<file path="src/rtl/muldiv_pkg.sv">
// Shared types and helpers for the iterative multiply/divide unit.
//   muldiv_op_t    : operation encoding presented on the op port
//   muldiv_state_t : control FSM states
//   is_signed()    : operation treats its operands as two's complement
//   is_div()       : operation is a divide (DIV/DIVU)
package muldiv_pkg;

  typedef enum logic [1:0] {
    OP_MULT  = 2'd0,
    OP_MULTU = 2'd1,
    OP_DIV   = 2'd2,
    OP_DIVU  = 2'd3
  } muldiv_op_t;

  typedef enum logic [1:0] {
    ST_IDLE = 2'd0,
    ST_CALC = 2'd1,
    ST_FIX  = 2'd2
  } muldiv_state_t;

  function automatic logic is_signed(input muldiv_op_t op);
    logic r;
    case (op)
      OP_MULT: r = 1'b1;
      OP_DIV:  r = 1'b1;
      default: r = 1'b0;
    endcase
    return r;
  endfunction

  function automatic logic is_div(input muldiv_op_t op);
    logic r;
    case (op)
      OP_DIV:  r = 1'b1;
      OP_DIVU: r = 1'b1;
      default: r = 1'b0;
    endcase
    return r;
  endfunction

endpackage

</file>
<file path="src/rtl/muldiv_step.sv">
// One combinational iteration of the multiply/divide datapath on a
// 2*WIDTH+1 accumulator.
//   Multiply (shift-add): acc = {carry, partial product, remaining multiplier}.
//     If the multiplier LSB is set, the multiplicand is added to the upper
//     half, then the whole accumulator shifts right by one.
//   Divide (restoring): acc = {remainder (W+1), dividend/quotient (W)}.
//     Shift left by one, trial-subtract the divisor, keep the difference and
//     shift in a 1 when it does not underflow, else keep the shifted value.
// Ports:
//   i_is_div  : 1 selects the divide step, 0 the multiply step
//   i_acc     : accumulator before the step
//   i_operand : multiplicand (multiply) or divisor (divide), magnitudes
//   o_acc     : accumulator after the step
module muldiv_step
  import muldiv_pkg::*;
#(
  parameter int WIDTH = 32
) (
  input  logic               i_is_div,
  input  logic [2*WIDTH:0]   i_acc,
  input  logic [WIDTH-1:0]   i_operand,
  output logic [2*WIDTH:0]   o_acc
);

  logic [WIDTH:0] w_sum;
  logic [WIDTH:0] w_shift_rem;
  logic [WIDTH:0] w_diff;

  // The top accumulator bit is always zero between steps: the remainder
  // stays below the divisor and the multiply carry is shifted down each step.
  logic w_unused_top;
  assign w_unused_top = i_acc[2*WIDTH];

  // Single multiply or divide iteration
  always_comb begin
    w_sum       = {1'b0, i_acc[2*WIDTH-1:WIDTH]} +
                  (i_acc[0] ? {1'b0, i_operand} : {(WIDTH+1){1'b0}});
    w_shift_rem = {i_acc[2*WIDTH-1:WIDTH], i_acc[WIDTH-1]};
    w_diff      = w_shift_rem - {1'b0, i_operand};
    o_acc       = {(2*WIDTH+1){1'b0}};
    if (i_is_div) begin
      if (w_shift_rem >= {1'b0, i_operand}) begin
        o_acc = {w_diff, i_acc[WIDTH-2:0], 1'b1};
      end else begin
        o_acc = {w_shift_rem, i_acc[WIDTH-2:0], 1'b0};
      end
    end else begin
      o_acc = {1'b0, w_sum, i_acc[WIDTH-1:1]};
    end
  end

endmodule

</file>
<file path="src/rtl/muldiv_unit.sv">
// Iterative multiply/divide unit with architectural HI/LO registers.
// Serves MULT/MULTU/DIV/DIVU (start/busy/done handshake) and MTHI/MTLO
// (wr_hi/wr_lo). Signed operations run on magnitudes and are sign-corrected
// in a final FIX cycle. Divide by zero skips CALC and leaves HI/LO intact.
// Optional build macro:
//   MULDIV_EARLY_EXIT_EN : multiplies leave CALC as soon as the remaining
//                          multiplier is zero (min. one CALC cycle).
// Ports:
//   clock, reset        : rising-edge clock, async active-low reset
//   start, op           : request and operation, sampled only when accepted
//   src_a, src_b        : multiplicand/dividend, multiplier/divisor
//   wr_hi, wr_lo, wr_data : direct HI/LO writes
//   busy, done, div_zero  : handshake and divide-by-zero pulse
//   hi, lo              : HI/LO registers
module muldiv_unit
  import muldiv_pkg::*;
#(
  parameter int WIDTH = 32
) (
  input  logic             clock,
  input  logic             reset,
  input  logic             start,
  input  muldiv_op_t       op,
  input  logic [WIDTH-1:0] src_a,
  input  logic [WIDTH-1:0] src_b,
  input  logic             wr_hi,
  input  logic             wr_lo,
  input  logic [WIDTH-1:0] wr_data,
  output logic             busy,
  output logic             done,
  output logic             div_zero,
  output logic [WIDTH-1:0] hi,
  output logic [WIDTH-1:0] lo
);

  localparam int CW = $clog2(WIDTH + 1);

  muldiv_state_t    r_state;
  muldiv_state_t    w_state_nxt;
  logic [2*WIDTH:0] r_acc;
  logic [WIDTH-1:0] r_operand;
  logic [CW-1:0]    r_count;
  logic             r_is_div;
  logic             r_neg_q;
  logic             r_neg_r;
  logic             r_dz;
  logic [WIDTH-1:0] r_hi;
  logic [WIDTH-1:0] r_lo;
  logic             r_busy;
  logic             r_done;
  logic             r_div_zero;
`ifdef MULDIV_EARLY_EXIT_EN
  logic [WIDTH-1:0] r_mplier;
`endif

  logic             w_accept;
  logic             w_sgn;
  logic             w_a_neg;
  logic             w_b_neg;
  logic             w_op_div;
  logic             w_dz_req;
  logic [WIDTH-1:0] w_abs_a;
  logic [WIDTH-1:0] w_abs_b;
  logic             w_exit;
  logic [2*WIDTH:0] w_acc_step;
  logic [2*WIDTH-1:0] w_prod;
  logic [WIDTH-1:0] w_quot;
  logic [WIDTH-1:0] w_rem;
  logic [WIDTH-1:0] w_fix_hi;
  logic [WIDTH-1:0] w_fix_lo;

  logic w_unused_acc_top;
  assign w_unused_acc_top = r_acc[2*WIDTH];

  assign busy     = r_busy;
  assign done     = r_done;
  assign div_zero = r_div_zero;
  assign hi       = r_hi;
  assign lo       = r_lo;

  muldiv_step #(.WIDTH(WIDTH)) u_step (
    .i_is_div  (r_is_div),
    .i_acc     (r_acc),
    .i_operand (r_operand),
    .o_acc     (w_acc_step)
  );

  // Request decode: operand magnitudes and signs, acceptance, CALC exit
  always_comb begin
    // The done cycle is already IDLE, so a start there must be masked.
    w_accept = (r_state == ST_IDLE) && start && !r_done;
    w_sgn    = is_signed(op);
    w_op_div = is_div(op);
    w_a_neg  = w_sgn & src_a[WIDTH-1];
    w_b_neg  = w_sgn & src_b[WIDTH-1];
    w_abs_a  = w_a_neg ? (~src_a + WIDTH'(1)) : src_a;
    w_abs_b  = w_b_neg ? (~src_b + WIDTH'(1)) : src_b;
    w_dz_req = w_op_div && (src_b == {WIDTH{1'b0}});
`ifdef MULDIV_EARLY_EXIT_EN
    w_exit   = (r_count == CW'(1)) ||
               (!r_is_div && (r_mplier[WIDTH-1:1] == {(WIDTH-1){1'b0}}));
`else
    w_exit   = (r_count == CW'(1));
`endif
  end

  // Sign correction of the finished magnitude result
  always_comb begin
    // After an early exit the product still sits r_count places too high.
    w_prod = r_acc[2*WIDTH-1:0] >> r_count;
    if (r_neg_q) begin
      w_prod = ~w_prod + (2*WIDTH)'(1);
    end else begin
      w_prod = w_prod;
    end
    w_quot = r_neg_q ? (~r_acc[WIDTH-1:0] + WIDTH'(1)) : r_acc[WIDTH-1:0];
    w_rem  = r_neg_r ? (~r_acc[2*WIDTH-1:WIDTH] + WIDTH'(1))
                     : r_acc[2*WIDTH-1:WIDTH];
    if (r_is_div) begin
      w_fix_hi = w_rem;
      w_fix_lo = w_quot;
    end else begin
      w_fix_hi = w_prod[2*WIDTH-1:WIDTH];
      w_fix_lo = w_prod[WIDTH-1:0];
    end
  end

  // Next-state logic
  always_comb begin
    w_state_nxt = r_state;
    case (r_state)
      ST_IDLE: begin
        if (w_accept) begin
          w_state_nxt = w_dz_req ? ST_FIX : ST_CALC;
        end else begin
          w_state_nxt = ST_IDLE;
        end
      end
      ST_CALC: begin
        if (w_exit) begin
          w_state_nxt = ST_FIX;
        end else begin
          w_state_nxt = ST_CALC;
        end
      end
      ST_FIX:  w_state_nxt = ST_IDLE;
      default: w_state_nxt = ST_IDLE;
    endcase
  end

  // State register
  always_ff @(posedge clock or negedge reset) begin
    if (!reset) begin
      r_state <= ST_IDLE;
    end else begin
      r_state <= w_state_nxt;
    end
  end

  // Datapath, handshake outputs and HI/LO registers
  always_ff @(posedge clock or negedge reset) begin
    if (!reset) begin
      r_acc      <= {(2*WIDTH+1){1'b0}};
      r_operand  <= {WIDTH{1'b0}};
      r_count    <= {CW{1'b0}};
      r_is_div   <= 1'b0;
      r_neg_q    <= 1'b0;
      r_neg_r    <= 1'b0;
      r_dz       <= 1'b0;
      r_hi       <= {WIDTH{1'b0}};
      r_lo       <= {WIDTH{1'b0}};
      r_busy     <= 1'b0;
      r_done     <= 1'b0;
      r_div_zero <= 1'b0;
`ifdef MULDIV_EARLY_EXIT_EN
      r_mplier   <= {WIDTH{1'b0}};
`endif
    end else begin
      r_busy     <= (w_state_nxt != ST_IDLE);
      r_done     <= 1'b0;
      r_div_zero <= 1'b0;

      // FIX write-back takes priority over MTHI/MTLO on the same edge.
      if ((r_state == ST_FIX) && !r_dz) begin
        r_hi <= w_fix_hi;
        r_lo <= w_fix_lo;
      end else begin
        if (wr_hi) r_hi <= wr_data;
        if (wr_lo) r_lo <= wr_data;
      end

      case (r_state)
        ST_IDLE: begin
          if (w_accept) begin
            r_acc     <= {1'b0, {WIDTH{1'b0}}, (w_op_div ? w_abs_a : w_abs_b)};
            r_operand <= w_op_div ? w_abs_b : w_abs_a;
            r_count   <= CW'(WIDTH);
            r_is_div  <= w_op_div;
            r_neg_q   <= w_a_neg ^ w_b_neg;
            r_neg_r   <= w_a_neg;
            r_dz      <= w_dz_req;
`ifdef MULDIV_EARLY_EXIT_EN
            r_mplier  <= w_abs_b;
`endif
          end
        end
        ST_CALC: begin
          r_acc   <= w_acc_step;
          r_count <= r_count - CW'(1);
`ifdef MULDIV_EARLY_EXIT_EN
          r_mplier <= r_mplier >> 1;
`endif
        end
        ST_FIX: begin
          r_done     <= 1'b1;
          r_div_zero <= r_dz;
        end
        default: begin
          r_done <= 1'b0;
        end
      endcase
    end
  end

endmodule

</file>
<file path="config.mk">
export PLATFORM = sky130hd
export DESIGN_NAME = muldiv_unit
export DESIGN_NICKNAME = d
export VERILOG_FILES = /design/src/rtl/muldiv_pkg.sv /design/src/rtl/muldiv_step.sv /design/src/rtl/muldiv_unit.sv
export SDC_FILE = /design/constraint.sdc
export NUM_CORES = 1
export LEC_CHECK = 0
export ABC_AREA = 1
export ABC_CLOCK_PERIOD_IN_PS = 3800
export CAP_MARGIN = 20
export CORE_UTILIZATION = 45
export DETAILED_ROUTE_END_ITERATION = 8
export PLACE_DENSITY_LB_ADDON = 0.05
export SLEW_MARGIN = 40
export SYNTH_ARGS = -nofsm -noshare
export SYNTH_HDL_FRONTEND = slang
export SYNTH_SLANG_ARGS = --single-unit
</file>
<file path="constraint.sdc">
create_clock -name clock -period 3.8 [get_ports clock]
set_input_delay 0.38 -clock clock [delete_from_list [all_inputs] [get_ports clock]]
set_output_delay 0.38 -clock clock [all_outputs]
set_load 0.005 [all_outputs]
</file>
==> results of run 1 <==
[cell usage after synthesis, types with 6 or more instances]
library cell | number | area share
o2111ai_1 | 6 | 0.0024
nor4_1 | 13 | 0.0037
a21oi_1 | 192 | 0.043
nand4_1 | 50 | 0.014
o221ai_1 | 13 | 0.0051
nor2_1 | 328 | 0.056
buf_4 | 6 | 0.0020
inv_1 | 386 | 0.065
inv_2 | 17 | 0.0029
o22ai_1 | 21 | 0.0059
xnor2_1 | 28 | 0.011
a31oi_1 | 41 | 0.012
o21ai_1 | 25 | 0.0056
xor2_1 | 75 | 0.030
o21a_1 | 8 | 0.0027
buf_2 | 38 | 0.0086
ha_1 | 71 | 0.040
o31ai_1 | 7 | 0.0024
nand2_1 | 1082 | 0.18
clkbuf_1 | 116 | 0.020
or2_2 | 11 | 0.0031
buf_1 | 40 | 0.0068
a22oi_1 | 17 | 0.0058
nor3_1 | 56 | 0.013
dfrtp_1 | 175 | 0.20
nand3_1 | 640 | 0.14
nand3b_1 | 14 | 0.0047
o21bai_1 | 14 | 0.0047
o21ai_0 | 272 | 0.061
o211ai_1 | 58 | 0.020
[repair_timing]
action | 4_1_cts | 5_1_grt
setup endpoints to repair | 0 | 8
hold buffers | 1 | 0
hold endpoints to repair | 63 | 0
resized for setup | 0 | 5
[cell type report]
type	instances	share of cell area
sequential	175	0.169
inverter	405	0.0586
clock buffer	17	0.0164
clock inverter	15	0.00718
timing repair buffer	352	0.125
multi-input combinational	3094	0.592
antenna	3	0.000289
tap	656	0.0316
[state kept, by name, indices dropped and copies added, names as in the netlist]
signal / flops
busy: 1
div_zero: 1
done: 1
hi: 32
lo: 32
r_acc: 64
r_count: 6
r_dz: 1
r_is_div: 1
r_neg_q: 1
r_neg_r: 1
r_operand: 32
r_state: 2
[metal layers]
layer  routed length, um  track usage  part of all wire
met1               43600        0.555              0.39
met2               48300        0.678              0.43
met3               11000       0.0964             0.098
met4                9300        0.320             0.083
met5                  21            0           0.00019
[critical path: stages, from the launching register on]
cell and delay, ns:
dfrtp_2 0.43, clkinv_2 0.19, buf_12 0.20, nand3_1 0.12, nand3_1 0.09, nand2_1 0.12, o21ai_1 0.28, nand2_1 0.12
nand3_1 0.13, nand2_1 0.08, inv_2 0.08, ha_1 0.16, inv_1 0.06, nor2_1 0.09, nand2_1 0.12, nor2_4 0.22
nand2_4 0.12, o21ai_4 0.23, nand2_1 0.13, nand2_1 0.09, nand3_1 0.18, nand4_1 0.21, nand3_1 0.10
[through the flow]
step	worst slack, ns	utilization	area, sq um
after global placement	0.237	0.526	25300
final	0.131	0.540	26000
after floorplan	0.606	-	22100
after detailed placement	0.160	0.526	25300
after CTS	0.130	0.539	26000
after global routing	0.00760	0.539	26000
[kinds of logic (layout without fill, tap and decap cells)]
kind of cell               after synthesis  after routing
AOI/OAI and AO/OA                      695            695
xor gates and xnor gates               103            103
adders and majority gates               73             73
buffers and inverters                  609            789
DFF                                    175            175
other                                    0              3
and+or+nand+nor                       2223           2223
[final timing paths]
path                            slack, ns        start        end  depth (start not counted)
worst min-delay path                 0.48        reset  r_acc[50]                          2
max in group asynchronous            2.21        reset     hi[20]                          3
worst max register to register       0.13   r_count[1]     lo[30]                         22
worst max-delay path                 0.13   r_count[1]     lo[30]                         22
worst min register to register       0.49   r_state[0]   div_zero                          1
min in group clock                   0.49  wr_data[10]     lo[10]                          3
==> run summary, run 1 <==
Status = completed
Post-Synth Simple-Gate Area = 0.432
Routed wire length = 112000 um
Non-filler cells, final = 4717
Post-synth EDFFs = 0
GR Util All Layers = 0.445
H-Tree Depth = 4
Clk_lat worst skew = 0.49 ns
Clock root buffer = clkbuf_16
Xor/xnor share of the synthesized area = 0.0407
Pre-antenna DRT Iters = 6
DR vias/cell = 6.05
Number of remaining DRC errors = 0
Cell Rows = 80
ANT nets after route = 0
Top FF cell, synth = dfrtp_1
Arrival time at the worst endpoint = 4.03 ns
Post-CTS setup buffers = 0
Post-synthesis mux area share = 0
Post-synthesis compound-gate area fraction = 0.180
Adder-cell share of the synthesized area = 0.0419
Final Wtd Congestion = 1.07
Multi-input gate area in the final layout = 15400 sq um
Chip width = 224 um
Total CTS buffers = 17
Rel. slew slack = 0.307
1st-iter DRT viols = 3624
Drt wl/cell = 23.8 um
Setup crit start kind = flip-flop
Fin nets = 4221
Most frequent cells in the layout = nand2_1, nand3_1, inv_1
Async set-reset flop share out of synthesis = 1.00
Post-Synthesis Cells = 3878
Initial Utilization = 0.460
Boundary Pins = 170
Final Max Tran Viols = 0
Type of the worst min-delay path = primary input to asynchronous set/reset pin
Die H = 224 um
Syn Area/Cell = 5.71 sq um
Clock tree buffer depth = 2
First-pass GRT wire length = 165000 um
CTS Sinks = 175
Core box area = 48100 sq um
CP Max Fanout = 23
Initial antenna violation count = 4
Total grt overflow = 0
Main combinational cell family by area after synthesis = simple AND/OR/NAND/NOR gates
Worst slew pin tran = 1.03 ns
WS Path Type = flip-flop to flip-flop
Layout filler cell count = 5164
Via count = 28500
RSZ-0062 raised after global routing = false
Setup violators final = 0
Total negative slack = 0 ns
Yosys reg bits = 175
Final worst path period need = 3.67 ns
Synth Cell Area = 22100 sq um
Largest net degree at the start of global routing = 113
Area Growth Syn to Fin = 17.3%
Vias in the first global route = 26000
CTS clk-pin slew, worst paths = 0.08 ns
Fmax = 273 MHz
Crit path capture type = flip-flop
CTS tree = done
Final hold viol count = 0
Max-cap violations = 0
Final Skew = 0.0154 ns
Worst Path Required = 4.16 ns
Share of layout cells above drive strength 1 = 0.0678
Register area share after synthesis = 0.198
Post-DP HPWL = 91800 um
Post-Place Cells = 4681
Final Cycle Share = 0.965
Yosys cell types = 60
Post-synthesis net count = 4054
Synth Warn # = 0
Hold_ws = 0.477 ns
Register Area = 4390 sq um
Die ar. = 50100 sq um
Commonest non-fill, non-tap cell in the layout = nand2_1
IO buf count = 169
Power of run 1 is left out: the tool's default activity adds up to more than one toggle a clock period on the data nets, which glitch-free logic cannot reach.
==> inputs of run 2 (changes only) <==
--- a/config.mk
+++ b/config.mk
@@ -8,7 +8,9 @@
 export ABC_AREA = 1
 export ABC_CLOCK_PERIOD_IN_PS = 3800
 export CAP_MARGIN = 20
+export CORE_MARGIN = 1.5
 export CORE_UTILIZATION = 45
+export CTS_BUF_LIST = sky130_fd_sc_hd__clkbuf_8
 export DETAILED_ROUTE_END_ITERATION = 8
 export PLACE_DENSITY_LB_ADDON = 0.05
 export SLEW_MARGIN = 40
==> run 2 against run 1 <==
Against the previous run:
- clock-buffer cell count is 2 higher
- final cell count is 0.89% higher
- register-to-register slack better by 0.02 ns
- critical path depth is 3 lower
- final area is 0.26% higher
- die area is 0.90% higher
- non-clock buffer count is 37 higher
==> run summary, run 2 (same netlist as run 1, synthesis figures left out) <==
Status = completed
Largest register FFs = 64 (unchanged)
Boundary Pins = 170 (unchanged)
Total negative slack = 0 ns (unchanged)
Pre-antenna DRT Iters = 7 (+1)
Post-CTS setup buffers = 0 (unchanged)
GRT met3 Usage = 0.0927 (-0.00366)
Fmax = 274 MHz (+0.58%)
Core box area = 48700 sq um (+1.2%)
Rel. slew slack = 0.413 (+0.106)
CP max stage delay = 0.41 ns (-0.02 ns)
CTS tree = done
Type of the worst min-delay path = primary input to asynchronous set/reset pin
Clock root buffer = clkbuf_8
Crit path capture type = flip-flop
Total CTS buffers = 17 (unchanged)
Number of remaining DRC errors = 0 (unchanged)
CP Cell Sequence = inv_2, buf_4, nand2_1, nand3_1, nand3_1, nand3_1, nand3_1, nand3_1, nand2_1, nand3_1, nor2_1, nand2_1, nand3b_1, nand2_1, nand4_1, nand3_1, nand2_1, nand2_1, nand2_1
WS Path Type = flip-flop to flip-flop
DR vias/cell = 5.99 (-0.95%)
Area Growth Syn to Fin = 17.6%
Commonest non-fill, non-tap cell in the layout = nand2_1
Die ar. = 50600 sq um (+0.90%)
Setup violators final = 0 (unchanged)
CTS Sinks = 175 (unchanged)
Initial antenna violation count = 4 (unchanged)
Clock tree buffer depth = 2 (unchanged)
Layout filler cell count = 5274 (+2.1%)
Die H = 225 um (+0.45%)
Initial Utilization = 0.454 (-0.00568)
Number of cells on the critical path = 19 (-14%)
Routed wire length = 111000 um (-1.3%)
Final Cycle Share = 0.960 (-0.00553)
Post-DP HPWL = 89600 um (-2.4%)
Drt wl/cell = 23.3 um (-2.1%)
Max-cap violations = 0 (unchanged)
Met2 usage = 0.654 (-0.0241)
IO buf count = 169 (unchanged)
H-Tree Depth = 4 (unchanged)
Final Max Tran Viols = 0 (unchanged)
Final Wtd Congestion = 1.10 (+2.7%)
Total grt overflow = 0 (unchanged)
Reg2reg path depth = 19 (-14%)
Buf/Inv on CP = 2 (-2)
Clk_lat worst skew = 0.56 ns (+0.07 ns)
Worst Path Required = 4.25 ns (+0.09 ns)
Final hold viol count = 0 (unchanged)
Largest net degree at the start of global routing = 103 (-8.8%)
Crit-path leading delay family = simple AND/OR/NAND/NOR gates
Slowest stage cell, crit path = dfrtp_2
Cell Rows = 81 (+1.3%)
Chip width = 225 um (+0.45%)
Hold_ws = 0.308 ns (-0.169 ns)
CTS clk-pin slew, worst paths = 0.10 ns (+0.02 ns)
Vias in the first global route = 25700 (-1.2%)
M1 GR Usage = 0.544 (-0.0117)
Setup crit start kind = flip-flop
Via count = 28500 (-0.063%)
Arrival time at the worst endpoint = 4.10 ns (+0.07 ns)
Final worst path period need = 3.65 ns (-0.0210 ns)
Worst slew pin tran = 0.875 ns (-0.153 ns)
CP Max Fanout = 16 (-30%)
ANT nets after route = 0 (unchanged)
GR peak layer = met2
Fin nets = 4258 (+0.88%)
Most flops, register = r_acc
GR Util All Layers = 0.434 (-0.0103)
Most frequent cells in the layout = nand2_1, nand3_1, inv_1
Final Skew = 0.0291 ns (+0.0136 ns)
Share of layout cells above drive strength 1 = 0.0772 (+0.00942)
First-pass GRT wire length = 162000 um (-1.9%)
1st-iter DRT viols = 3808 (+5.1%)
-- run 2: cell types whose count changed in the layout (fill, tap and decap cells not counted), moves of 3 or more --
cell,change
buf_4,+38
clkinvlp_4,+3
clkbuf_8,+18
inv_6,-3
clkbuf_16,-16
-- run 2: metrics by stage --
stage	utilization	area, sq um	setup slack [ns]	std cells
after floorplan	-	22100	0.606	3878
after global placement	0.526	25600	0.250	4726
after detailed placement	0.526	25600	0.220	4726
after CTS	0.534	26000	0.187	4758
after global routing	0.534	26000	-0.00841	4758
final	0.534	26000	0.152	4759
-- run 2: layer usage --
layer,vias up,share of wire
met2,1618,0.43
met4,4,0.090
met3,365,0.094
li1,13400,-
met5,-,0.00023
met1,13100,0.38
-- run 2: layout make-up --
type	instances	area, sq um	share of cell area
multi-input combinational	3094	15400	0.592
sequential	175	4390	0.168
timing repair buffer	389	3510	0.135
inverter	405	1530	0.0586
tap	664	831	0.0319
clock buffer	19	262	0.0100
clock inverter	12	111	0.00428
antenna	1	2.50	0.0000961
-- run 2: path summary, 6_finish.rpt --
path | from | to | slack [ns]
worst max-delay path | r_count[0] | hi[23] | 0.15
worst min-delay path | reset | lo[8] | 0.31
worst max register to register | r_count[0] | hi[23] | 0.15
worst min register to register | r_state[0] | div_zero | 0.48
max in group asynchronous | reset | r_count[0] | 2.60
min in group clock | wr_data[1] | lo[1] | 0.43
-- run 2: what timing repair did --
item | CTS | global route
setup endpoints to repair | 0 | 18
endpoints found under the hold margin | 99 | 0
hold buffers | 1 | 0
gates resized for setup | 0 | 7
Power of run 2 is left out for the same reason.
